==> src/rtl/mac_feeder_pkg.sv <==
// Shared definitions for the MAC array feeder and the array it drives:
// array geometry, FSM state encodings and lane slicing helpers.
package mac_feeder_pkg;

    localparam int MF_LANES = 5;
    localparam int MF_DW    = 8;
    localparam int MF_BUS_W = MF_LANES * MF_DW;

    // Feeder FSM state encodings
    typedef logic [2:0] state_t;
    localparam state_t S_IDLE   = 3'd0;
    localparam state_t S_LOAD_W = 3'd1;
    localparam state_t S_STREAM = 3'd2;
    localparam state_t S_DRAIN  = 3'd3;
    localparam state_t S_DONE   = 3'd4;

    // Lane 0 lives in the most significant byte of a row bus.
    function automatic int lane_lo(input int lane, input int lanes, input int dw);
        return (lanes - 1 - lane) * dw;
    endfunction

    function automatic int lane_hi(input int lane, input int lanes, input int dw);
        return (lanes - lane) * dw - 1;
    endfunction

endpackage

==> src/rtl/mac_feeder_skew_lane.sv <==
// One lane of the diagonal skew: a DEPTH-stage shift register carrying a
// byte plus a valid bit. Invalid slots carry zero data so the array sees
// 0x00 on bubbles without any output masking.
module mac_skew_lane #(
    parameter int DEPTH = 1,
    parameter int DW    = 8
) (
    input  logic          CLK,
    input  logic          RSTN,
    input  logic          vld_i,
    input  logic [DW-1:0] data_i,
    output logic          vld_o,
    output logic [DW-1:0] data_o,
    output logic          pend_o
);

    logic [DEPTH-1:0]         vld_q;
    logic [DEPTH-1:0][DW-1:0] data_q;

    // Shift every cycle; the array applies no back-pressure.
    always_ff @(posedge CLK) begin
        if (!RSTN) begin
            vld_q  <= '0;
            data_q <= '0;
        end else begin
            vld_q[0]  <= vld_i;
            data_q[0] <= vld_i ? data_i : '0;
            for (int j = 1; j < DEPTH; j++) begin
                vld_q[j]  <= vld_q[j-1];
                data_q[j] <= data_q[j-1];
            end
        end
    end

    assign vld_o  = vld_q[DEPTH-1];
    assign data_o = data_q[DEPTH-1];

    // Valid data that will still be in the lane after the next shift.
    generate
        if (DEPTH > 1) begin : g_pend
            assign pend_o = |vld_q[DEPTH-2:0];
        end else begin : g_nopend
            assign pend_o = 1'b0;
        end
    endgenerate

endmodule

==> src/rtl/mac_feeder.sv <==
// Feeds a LANES x LANES MAC array: loads LANES weight rows, then streams
// activation rows with a per-lane diagonal skew (lane i delayed 1+i cycles),
// drains the skew pipeline and pulses done_o once per tile.
module mac_feeder
    import mac_feeder_pkg::*;
#(
    parameter int LANES = MF_LANES,
    parameter int DW    = MF_DW
) (
    input  logic                CLK,
    input  logic                RSTN,
    input  logic                w_valid_i,
    input  logic [LANES*DW-1:0] w_data_i,
    output logic                w_ready_o,
    input  logic                x_valid_i,
    input  logic [LANES*DW-1:0] x_data_i,
    input  logic                x_last_i,
    output logic                x_ready_o,
    output logic [LANES*DW-1:0] Weight_o,
    output logic                enW_o,
    output logic [LANES*DW-1:0] In_o,
    output logic                enI_o,
    output logic                busy_o,
    output logic                done_o
);

    localparam logic [2:0] CNT_LAST = 3'(LANES - 1);

    state_t              state_q, state_d;
    logic [2:0]          cnt_q, cnt_d;
    logic [LANES*DW-1:0] weight_q;
    logic                enw_q;
    logic                w_acc, x_acc;
    logic [LANES-1:0]    lane_vld, lane_pend;

    assign w_ready_o = (state_q == S_IDLE) || (state_q == S_LOAD_W);
    assign x_ready_o = (state_q == S_STREAM);
    assign busy_o    = (state_q != S_IDLE);
    assign done_o    = (state_q == S_DONE);
    assign w_acc     = w_valid_i & w_ready_o;
    assign x_acc     = x_valid_i & x_ready_o;

    // Next-state and weight-row counter; the IDLE acceptance is row 0.
    always_comb begin
        state_d = state_q;
        cnt_d   = cnt_q;
        case (state_q)
            S_IDLE: begin
                if (w_acc) begin
                    cnt_d   = 3'd1;
                    state_d = S_LOAD_W;
                end
            end
            S_LOAD_W: begin
                if (w_acc) begin
                    if (cnt_q == CNT_LAST) begin
                        cnt_d   = 3'd0;
                        state_d = S_STREAM;
                    end else begin
                        cnt_d = cnt_q + 3'd1;
                    end
                end
            end
            S_STREAM: begin
                if (x_acc && x_last_i) state_d = S_DRAIN;
            end
            // Leave as soon as nothing valid survives the next shift, so the
            // done pulse directly follows the last skewed byte.
            S_DRAIN: begin
                if (lane_pend == '0) state_d = S_DONE;
            end
            S_DONE:  state_d = S_IDLE;
            default: state_d = S_IDLE;
        endcase
    end

    // State, counter and weight output registers.
    always_ff @(posedge CLK) begin
        if (!RSTN) begin
            state_q  <= S_IDLE;
            cnt_q    <= 3'd0;
            weight_q <= '0;
            enw_q    <= 1'b0;
        end else begin
            state_q <= state_d;
            cnt_q   <= cnt_d;
            enw_q   <= w_acc;
            if (w_acc) weight_q <= w_data_i;
        end
    end

    assign Weight_o = weight_q;
    assign enW_o    = enw_q;

    generate
        for (genvar gi = 0; gi < LANES; gi++) begin : g_lane
            mac_skew_lane #(
                .DEPTH (1 + gi),
                .DW    (DW)
            ) u_lane (
                .CLK    (CLK),
                .RSTN   (RSTN),
                .vld_i  (x_acc),
                .data_i (x_data_i[lane_hi(gi, LANES, DW):lane_lo(gi, LANES, DW)]),
                .vld_o  (lane_vld[gi]),
                .data_o (In_o[lane_hi(gi, LANES, DW):lane_lo(gi, LANES, DW)]),
                .pend_o (lane_pend[gi])
            );
        end
    endgenerate

    assign enI_o = |lane_vld;

endmodule

==> config.mk <==
export PLATFORM = sky130hd
export DESIGN_NAME = mac_feeder
export DESIGN_NICKNAME = d
export VERILOG_FILES = /design/src/rtl/mac_feeder_pkg.sv /design/src/rtl/mac_feeder_skew_lane.sv /design/src/rtl/mac_feeder.sv
export SDC_FILE = /design/constraint.sdc
export NUM_CORES = 1
export LEC_CHECK = 0
export CAP_MARGIN = 20
export CORE_MARGIN = 2
export CORE_UTILIZATION = 31
export DETAILED_ROUTE_END_ITERATION = 7
export GPL_TIMING_DRIVEN = 0
export PLACE_DENSITY_LB_ADDON = 0.08
export SLEW_MARGIN = 40
export SYNTH_ARGS = -nofsm -noshare
export SYNTH_HDL_FRONTEND = slang
export SYNTH_SLANG_ARGS = --single-unit
==> constraint.sdc <==
create_clock -name CLK -period 1.5 [get_ports CLK]
set_input_delay 0.225 -clock CLK [delete_from_list [all_inputs] [get_ports CLK]]
set_output_delay 0.225 -clock CLK [all_outputs]
set_load 0.05 [all_outputs]
==> results of run 1 <==
routing by layer:
layer  GRT usage (%)  routed length (um)  up-vias
li1                -                   -     1993
met1            13.9                4730     1785
met2            21.2                5530      112
met3            6.44                1100       11
met4            4.48                 147        0
met5               0                   0        -
worst max-delay path, cell delays in order, from the launching register on:
cell       delay (ns)
dfxtp_4          0.36
clkbuf_16        0.15
or3_4            0.33
buf_8            0.16
worst paths after layout:
check             slack [ns]                          end                         from  cells after the start
setup / recovery       -0.13                       busy_o                   state_q[0]                      3
hold / removal          0.35                 Weight_o[22]                 w_data_i[22]                      3
setup reg to reg        0.14                 Weight_o[36]                   state_q[2]                      6
hold reg to reg         0.43  g_lane[4].u_lane.data_q[29]  g_lane[4].u_lane.data_q[21]                      1
per-stage QoR:
stage                     utilization, %  power, W  TNS [ns]  hold slack, ns  area, um^2
after floorplan                        -   0.00519         0           0.347        5550
after global placement              43.2   0.00560    -16.24           0.414        7520
after detailed placement            43.2   0.00561    -18.83           0.417        7520
after CTS                           47.4   0.00996    -0.235           0.332        8250
after global routing                47.0    0.0102    -0.487           0.338        8190
final                               47.0   0.00981    -0.155           0.351        8190
where the power goes:
| group | leakage (nW) | switching (W) | internal (W) | total, W |
|---|---|---|---|---|
| Combinational | 1.76 | 0.000446 | 0.000389 | 0.000835 |
| Clock | 0.279 | 0.00179 | 0.00252 | 0.00430 |
| Sequential | 1.39 | 0.0000367 | 0.00464 | 0.00467 |
area by class of cell:
| type | count | area share, % |
|---|---|---|
| plain buffers | 63 | 5.39 |
| clock buffers | 20 | 5.45 |
| clock inverters | 12 | 1.70 |
| inverters | 3 | 0.137 |
| multi-input cells | 284 | 21.0 |
| flip-flops and latches | 172 | 42.1 |
| well taps | 225 | 3.44 |
| repair buffers | 178 | 20.8 |
flip-flops by register name, indices dropped and copies added (netlist names):
register / cells
Weight_o: 40
cnt_q: 3
enW_o: 1
g_lane.u_lane.data_o: 40
g_lane.u_lane.data_q: 80
g_lane.u_lane.vld_q: 5
state_q: 3
cells by family (layout without fill, tap and decap cells):
| logic type | after synthesis | after routing |
|---|---|---|
| fa+ha+maj | 2 | 2 |
| buf+inv | 66 | 276 |
| flops | 172 | 172 |
| compound gates | 49 | 49 |
| simple gates | 233 | 233 |
Yosys cell counts, drive strengths merged:
master	instances	area (um^2)
dfxtp	172	3440
and2	125	782
nand2	85	319
buf	45	345
a21boi	42	315
clkbuf	18	70.1
inv	3	11.3
nand2b	3	26.3
nor2	3	11.3
nor3	3	26.3
ha	2	25.0
nand3b	2	15.0
nor2b	2	12.5
nor3b	2	26.3
o21ai	2	10.0
a31oi	1	6.26
a32o	1	10.0
a32oi	1	8.76
and4	1	8.76
nand3	1	5.00
nand4	1	6.26
nand4b	1	8.76
nor4	1	6.26
nor4bb	1	10.0
o211a	1	10.0
o211ai	1	7.51
or3	1	6.26
or3b	1	8.76
cell usage in the layout (no fill, tap or decap), drive strengths merged:
cell	n
a21boi	42
a31oi	1
a32o	1
a32oi	1
and2	125
and4	1
buf	60
bufinv	2
clkbuf	64
clkdlybuf4s15	54
clkdlybuf4s50	83
clkinv	4
clkinvlp	3
dfxtp	172
ha	2
inv	6
nand2	85
nand2b	3
nand3	1
nand3b	2
nand4	1
nand4b	1
nor2	3
nor2b	2
nor3	3
nor3b	2
nor4	1
nor4bb	1
o211a	1
o211ai	1
o21ai	2
or3	1
or3b	1
what timing repair did:
action,4_1_cts,5_1_grt
resized for setup,259,38
setup endpoints to repair,96,74
setup buffers,2,7
pin swaps,2,4
==> results.txt, run 1 <==
- The run finished, with violations left.
- The checks that failed: setup timing.
- Headroom to the max-slew limit came out at 67.3%.
- Clock tree synthesis inserted a total of 17 buffers.
- Number of max-slew violations in the final report: 0
- Buffers placed on the I/O ports in this run total 169.
- The clock reaches the later pin of the worst-skew pair after 0.41 ns.
- Synth Instances: 522
- 0 antenna diodes ended up in the layout.
* Arrival @ worst endpoint: 1.40 ns
- Max cap viols: 0
- After detailed placement, the design holds a cell count of 916.
- Average via count per standard cell: 4.08
- Summing the areas of all and, or, nand and nor instances in the mapped netlist gives 23.1% of the synthesized area.
- The detailed router finished its first iteration with 132 violations.
- Pin count of the biggest net entering global routing: 17
* Setup Crit Path Kind: flip-flop to primary output
* Tightest Hold Check Type: input port to flip-flop
- The cell sitting at the root of the clock tree is a clkbuf_16.
- Via count of the first global-routing pass: 3,749
- Total congestion overflow after global routing: 0
- Number of standard cells in the layout, taps in and fillers out: 957
- Pre-CTS WS: -0.527 ns
* Worst clock skew on the final layout: 0.00538 ns
- Across the VDD grid, the largest voltage drop is 0.771 mV.
- Mapped cell area: 5540 um^2
* Filler Cell Count: 1,653
- Clock-pin slew on the worst setup and hold paths: 0.06 ns
- Summing the areas of all xor and xnor instances in the mapped netlist gives 0% of the synthesized area.
- GRT Total Usage: 12.7%
- Power spread over the standard cell area amounts to 1200 nW/um^2.
* Height of the die: 138 um
- Setup violations remaining at the end of the flow were counted as 3.
- Transition at the pin with the smallest max-transition slack: 0.490 ns
* Share of post-route cells with drive strength above 1: 24.9%
- Measured along the x axis, the die boundary spans 138 um.
- STA classifies the critical path endpoint as a primary output.
- Share of cell area taken by muxes after synthesis: 0%
- The number of antenna violations at the first check in global routing was 0.
* Site Rows: 48
- Synthesis-to-layout area growth: 47.8%
- Buffer depth of the longest clock path: 2
- Final hold vios: 0
- Area share of fa/ha/maj cells after synthesis: 0.452%
* Register bit count reported by yosys: 172
* Minimum clock period after layout: 1.63 ns
* Lkg Pwr: 3.43 nW
* First-pass GRT wire length: 18,200 um
* Cts hold-fix bufs: 0
- Setup repair after global routing missed its margin: yes
- Detailed placement finished with a half-perimeter wire length of 8260 um.
- Each instance of the synthesized netlist takes up on average 10.6 um^2.
* Final critical-path share of the clock period: 109%
- Synth warn: 0
- For this block, the via count after detailed routing is 3,901.
- RD Place Congestion: 0.742
- Multi-input combinational cell area: 1720 um^2
* Number of iterations in the first detailed-routing pass: 5
- The count of nets left with antenna violations once routing finished came out at 0.
- Fin worst setup slack: -0.128 ns
- Based on the critical path, the design can be clocked at up to 0.614 GHz.
* Largest family of logic cells by synthesized area: simple AND/OR/NAND/NOR gates
- Total number of nets in the final design: 806
* Clock tree from TritonCTS: done
- Sequential cell area: 3450 um^2
- Overall die area: 19,000 um^2
- The H-tree generated during clock tree synthesis spans 4 levels.
- After detailed routing, the number of remaining DRC violations is 0.
* Final wirelength: 11,500 um
- Synthesized net count: 609
* Fraction of the mapped netlist area in compound gates: 6.64%
- CORE AREA: 17,400 um^2
* Share of synthesized area occupied by flip-flops and latches: 62.1%
- # clock sinks: 172
- CP Data Required Time: 1.27 ns
- Along the worst path, the maximum fanout reaches 4.
- Number of I/O pins: 171
- Startpoint type of the worst setup path: flip-flop
- Average wire per cell in the routed design: 12.0 um
- Count of different cell masters after synthesis: 35
- Starting density of the core: 31.8%
Power figures use the tool's default switching activity.
==> run 2, diff against run 1 <==
Settings changed: HOLD_SLACK_MARGIN set to 0.12, PLACE_DENSITY_LB_ADDON 0.08 to unset.
==> results.txt, run 2 (synthesis results as in run 1) <==
- Run status: finished with violations
* Violations in the final reports: setup timing
- FF-to-FF path depth: 5
- GRT Total Usage: 12.5%
- In this run the worst path has a maximum fanout of 8.
- After layout, the worst path uses 108% of the clock period.
- Clock-pin slew on the worst setup and hold paths: 0.06 ns
- Setup Crit Path Kind: flip-flop to primary output
- Once detail routing completed, the nets flagged for antenna violations numbered 0.
- Leaving out fill and tap cells, the most frequent cell in the layout is dfxtp_1.
- Worst clock skew on the final layout: 0.0117 ns
- Once routing completed, OpenROAD measured the worst setup slack at -0.114 ns.
* Average via count per standard cell: 4.06
- Net switching is 22.4% of the power.
- Sw Pwr: 0.00223 W
- Number of buffers inserted by port buffering: 169
- During I/O placement, the number of pins put on the boundary was 171.
- In this run, CTS created clock tree buffers numbering 17.
- Power density over the cells: 1210 nW/um^2
- Arrival @ worst endpoint: 1.39 ns
- Average wire per cell in the routed design: 12.2 um
* Instance area after placement: 7520 um^2
- First-pass GRT wire length: 17,800 um
- In this run the worst setup path terminates at busy_o.
* Max incr delay on CP: 0.38 ns
- Maximum vdd drop: 0.704 mV
- Pin count of the biggest net entering global routing: 17
- Synthesis-to-layout area growth: 49.0%
* Flip-flop count of the largest register after layout: 80
- Final wirelength: 11,700 um
* Iter 0 DRT Violations: 105
* # clock sinks: 172
- N_diodes: 0
* Number of buffers and inverters on the critical path: 2
* Pre-CTS WS: -0.507 ns
- In this run the vertical extent of the chip is 138 um.
- Filler Cell Count: 1,610
- Max cap viols: 0
- TritonCTS built the clock tree.
- Final hold vios: 0
* Design area: 8260 um^2
* Comb pwr share: 8.0%
* Buffer depth of the longest clock path: 2
* Minimum clock period after layout: 1.61 ns
- Number of standard cells in the layout, taps in and fillers out: 959
- Setup TNS after final layout: -0.147 ns
- The floorplan step defined a die boundary enclosing 19,000 um^2.
* Total vias in the final route: 3,895
* Worst R2R Start: state_q[1]
- Crit. End Element: primary output
- The clock network burns 45.0% of the power.
* Crit path depth: 3
- Register containing the most flip-flops in the final layout: g_lane.u_lane.data_q
- The H-tree generated during clock tree synthesis spans 4 levels.
- Timing-limited maximum frequency: 0.620 GHz
- The count of pins over their slew limit is 0.
- Final HPWL from detailed placement: 8520 um
* Via count of the first global-routing pass: 3,784
- Die width: 138 um
- Source of the critical timing path: state_q[2]
- Gate family responsible for the most delay along the worst path: simple AND/OR/NAND/NOR gates
* Internal power consumption: 0.00772 W
* Worst reg2reg endpoint: Weight_o[19]
- The analysis attributes to cell leakage a power of 3.46 nW.
- Internal reg-to-reg setup slack: 0.16 ns
- In the layout the commonest cells are dfxtp_1 (168), and2_1 (125), nand2_1 (85), clkdlybuf4s50_1 (83), clkdlybuf4s15_2 (56).
- The net count of the finished layout is 808.
- The post-route netlist has 25.5% of its cells at a drive strength greater than 1.
* Cell at the root of the clock tree: clkbuf_16
- After floorplanning, the core was divided into 48 placement rows.
- Sequential group share of total power: 47.1%
* Setup repair after global routing missed its margin: yes
- Startpoint type of the worst setup path: flip-flop
* Number of iterations in the first detailed-routing pass: 4
- Slew margin rel.: 61.5%
- Critical Path Slowest Stage Cell: or3_4
- Later-pin clock latency in the skew report: 0.42 ns
* Number of antenna violations at the first check in global routing: 0
* Final setup violation count: 3
- DRC viols: 0
* RD Place Congestion: 0.802
* Tightest Hold Check Type: input port to flip-flop
* Total congestion overflow after global routing: 0
- Walking the worst path, the cells encountered are buf_6, or3_4, buf_8.
- Cells after DPL: 916
* Transition at the pin with the smallest max-transition slack: 0.578 ns
- CP Data Required Time: 1.27 ns
- CORE AREA: 17,400 um^2
- Cts hold-fix bufs: 0
* Starting density of the core: 31.8%
[run 2: cell count changes in the layout (fill, tap and decap cells not counted), moves of 2 or more]
cell             previous run  this run
buf_2                       7         9
buf_6                       9        11
clkbuf_2                   29        24
clkdlybuf4s15_2            51        56
[run 2: worst min-delay path by stage]
stage,from,end,slack (ns),depth (start not counted)
finish,w_data_i[8],Weight_o[8],0.36,3
global route,w_data_i[1],Weight_o[1],0.34,3
CTS,w_data_i[0],Weight_o[0],0.33,3
detailed placement,g_lane[3].u_lane.data_q[5],g_lane[3].u_lane.data_q[13],0.42,1
global placement,g_lane[3].u_lane.data_q[15],g_lane[3].u_lane.data_q[23],0.41,1
floorplan,x_data_i[32],g_lane[0].u_lane.data_o[0],0.35,1
[run 2: area by class of cell]
type,instances,area (um^2),area share (%)
plain buffers,62,417,5.05
clock buffers,20,457,5.53
clock inverters,12,158,1.91
inverters,3,11.3,0.136
multi-input cells,284,1710,20.7
flip-flops and latches,172,3450,41.8
well taps,225,282,3.41
repair buffers,181,1770,21.5
[run 2: repair_timing]
item                                   4_1_cts  5_1_grt
setup endpoints to repair                  105       32
gates resized for setup                    261       40
cloned                                       0        1
pin swaps                                    3        2
setup buffers                                3        8
endpoints found under the hold margin        0        0
[run 2: worst register-to-register path, delay by kind of cell, from the launching register on]
family / cells / cell delay (ns)
buf+inv: 2 / 0.42
compound gates: 1 / 0.13
simple gates: 2 / 0.41
flops: 1 / 0.32
[run 2: power groups by stage]
stage | Combinational, W | Clock [W] | Sequential [W]
after floorplan | 0.000214 | 0 | 0.00498
after global placement | 0.000820 | 0 | 0.00477
after detailed placement | 0.000829 | 0 | 0.00478
after CTS | 0.000820 | 0.00464 | 0.00468
after global routing | 0.000852 | 0.00485 | 0.00469
final | 0.000793 | 0.00448 | 0.00469
[run 2: stage by stage]
step | util [%] | hold slack [ns] | power, W
6_report | 47.4 | 0.361 | 0.00996
2_1_floorplan | - | 0.347 | 0.00519
4_1_cts | 47.5 | 0.332 | 0.0101
3_5_place_dp | 43.2 | 0.418 | 0.00561
5_1_grt | 47.4 | 0.340 | 0.0104
3_3_place_gp | 43.2 | 0.413 | 0.00559
[run 2: per-layer routing]
layer | part of all wire [%] | GRT usage, % | vias to the layer above | wire (um)
li1 | - | - | 1997 | -
met1 | 46 | 14.3 | 1740 | 5390
met2 | 45 | 21.2 | 150 | 5330
met3 | 8.1 | 4.64 | 8 | 953
met4 | 0.57 | 4.59 | 0 | 67
met5 | 0 | 0 | - | 0
==> run 3, diff against run 2 <==
Settings changed: GPL_TIMING_DRIVEN 0 to unset.
==> results.txt, run 3 (synthesis results as in run 1) <==
* Final critical-path share of the clock period: 103%
- The tightest min-delay check is of the input port to flip-flop type.
- Met2 usage: 17.3%
- Final hold vios: 0
- The first detailed-routing pass ran for 4 iterations.
* GRT Total Usage: 11.3%
- Lkg Pwr: 3.29 nW
- The total area inside the core boundary comes to 17,400 um^2.
* Maximum vdd drop: 0.764 mV
* Average via count per standard cell: 4.09
- For this configuration, the core starts out at a cell density of 31.8%.
- The die is 138 um wide.
- On the final layout, the worst hold slack is 0.280 ns.
- Summed over all nets, the half-perimeter wirelength after detailed placement is 7210 um.
- Highest net fanout along the worst path: 7
* Clock buffer count from CTS: 17
- Worst clock skew on the final layout: 0.00886 ns
- RD Place Congestion: 0.730
- Among cell families on the critical path, the largest total delay comes from simple AND/OR/NAND/NOR gates.
- Once layout is done, the placed cells without fillers occupy 7700 um^2.
* Slew margin rel.: 67.3%
- STA puts the critical path data required time at 1.27 ns.
* Leading cell type in the layout, fill and taps excluded: dfxtp_1
* Timing-limited maximum frequency: 0.650 GHz
- Final setup violation count: 3
* Setup TNS after final layout: -0.0789 ns
- Pre-CTS WS: -0.129 ns
* Total congestion overflow after global routing: 0
- Final wirelength: 10,500 um
* Power density over the cells: 1230 nW/um^2
- TritonCTS built the clock tree.
* Height of the die: 138 um
* Total number of nets in the final design: 749
* Number of buffers inserted by port buffering: 170
- First-pass GRT wire length: 16,700 um
* Pin count of the biggest net entering global routing: 68
* Minimum clock period after layout: 1.54 ns
- Crit. End Element: primary output
- Top library cells by usage in the layout, fill and taps aside: dfxtp_1 (167), and2_1 (125), buf_4 (90), nand2_1 (85), clkdlybuf4s50_1 (83)
* Iter 0 DRT Violations: 147
- Share of post-route cells with drive strength above 1: 21.5%
* ANT nets after route: 0
- Global routing used 13.6% of the available met1 tracks.
- Busiest layer in global routing: met2
- In this run switching power makes up 23.9% of total power.
- Clock tree synthesis selected as its root buffer the cell clkbuf_16.
- Arrival @ worst endpoint: 1.31 ns
* # clock sinks: 172
- Critical Path Slowest Stage Cell: or3_4
- The checks that failed: setup timing.
- In this run the core area contains 48 standard-cell rows.
- Overall die area: 19,000 um^2
* Number of buffers and inverters on the critical path: 1
* DRC viols: 0
* Filler Cell Count: 1,637
* Cells after DPL: 865
* Sw Pwr: 0.00225 W
* H-tree depth: 4
* Number of standard cells in the layout, taps in and fillers out: 899
* Average wire per cell in the routed design: 11.7 um
- The largest single stage delay on the critical path is 0.38 ns.
* Instance area after placement: 7080 um^2
- Once routing completed, OpenROAD measured the worst setup slack at -0.0395 ns.
- Met3 capacity usage during global routing: 5.08%
- Comb pwr share: 8.7%
- Across the run, the number of max-cap violations was 0.
- The number of antenna violations at the first check in global routing was 0.
- Sequential group share of total power: 49.4%
- For the worst-skew pair, the clock arrives at the later sink with an insertion delay of 0.42 ns.
- Buffer depth of the longest clock path: 2
* Sequence of cells on the critical path: or3_4, buf_12
- Number of I/O pins: 171
- Clock-pin slew on the worst setup and hold paths: 0.06 ns
* Startpoint type of the worst setup path: flip-flop
- Total vias in the final route: 3,673
- For the pin with the worst max-slew slack, the measured transition is 0.490 ns.
- The repair_antennas step left the layout with diodes totalling 0.
* Via count of the first global-routing pass: 3,555
- Flip-flop count of the largest register after layout: 80
* Run status: finished with violations
- The critical path is of the flip-flop to primary output type.
* Setup repair after global routing missed its margin: yes
- More flip-flops sit in one register than any other, and that register is g_lane.u_lane.data_q.
* Cts hold-fix bufs: 0
- In this run, the clock network consumes 41.9% of the power.
* Internal power consumption: 0.00719 W
* Number of max-slew violations in the final report: 0
- Relative to the synthesized area, the layout overhead comes to 39.0%.
-- run 3: changes by cell type in the layout (fill, tap and decap cells not counted), moves of 3 or more --
cell / change
buf_4: +50
buf_6: -8
clkinv_4: +3
buf_2: -9
clkdlybuf4s15_2: -56
clkbuf_1: -14
buf_8: -3
bufinv_16: -3
buf_12: +7
clkbuf_2: -24
-- run 3: path summary, 6_finish.rpt --
kind,from,endpoint,slack [ns],cells after the start
min reg2reg,g_lane[4].u_lane.data_q[13],g_lane[4].u_lane.data_q[21],0.43,1
max reg2reg,state_q[1],Weight_o[31],0.13,5
max,state_q[2],busy_o,-0.04,2
min,RSTN,state_q[1],0.28,3
-- run 3: metrics by stage --
stage / util, % / total power [W]
after floorplan: - / 0.00519
after global placement: 40.7 / 0.00557
after detailed placement: 40.7 / 0.00558
after CTS: 44.2 / 0.00960
after global routing: 44.2 / 0.00986
final: 44.2 / 0.00945
-- run 3: timing repair --
action,4_1_cts,5_1_grt
pin swaps,3,3
setup buffers,3,0
setup endpoints to repair,5,5
resized for setup,15,4
-- run 3: per-layer routing --
metal / vias up / share of wire [%]
met5: - / 0
met3: 15 / 11
met2: 154 / 42
met4: 0 / 1.8
li1: 1874 / -
met1: 1630 / 45
-- run 3: area by class of cell --
class | instances | area (um^2) | area share [%]
Multi-Input combinational cell | 284 | 1720 | 22.3
Clock buffer | 19 | 443 | 5.75
Inverter | 3 | 11.3 | 0.146
Tap cell | 225 | 282 | 3.65
Sequential cell | 172 | 3460 | 44.9
Clock inverter | 12 | 91.3 | 1.19
Timing Repair Buffer | 184 | 1700 | 22.1
-- run 3: worst min-delay path, delay by kind of cell --
| family | cells | cell delay, ns |
|---|---|---|
| buffers and inverters | 2 | 0.29 |
| AOI/OAI and AO/OA | 1 | 0.12 |
-- run 3: power groups by stage --
stage               Clock (W)  Combinational [W]  Sequential [W]
global placement            0           0.000797         0.00478
floorplan                   0           0.000214         0.00498
finish                0.00396           0.000818         0.00467
global route          0.00431           0.000874         0.00467
CTS                   0.00410           0.000826         0.00467
detailed placement          0           0.000803         0.00478
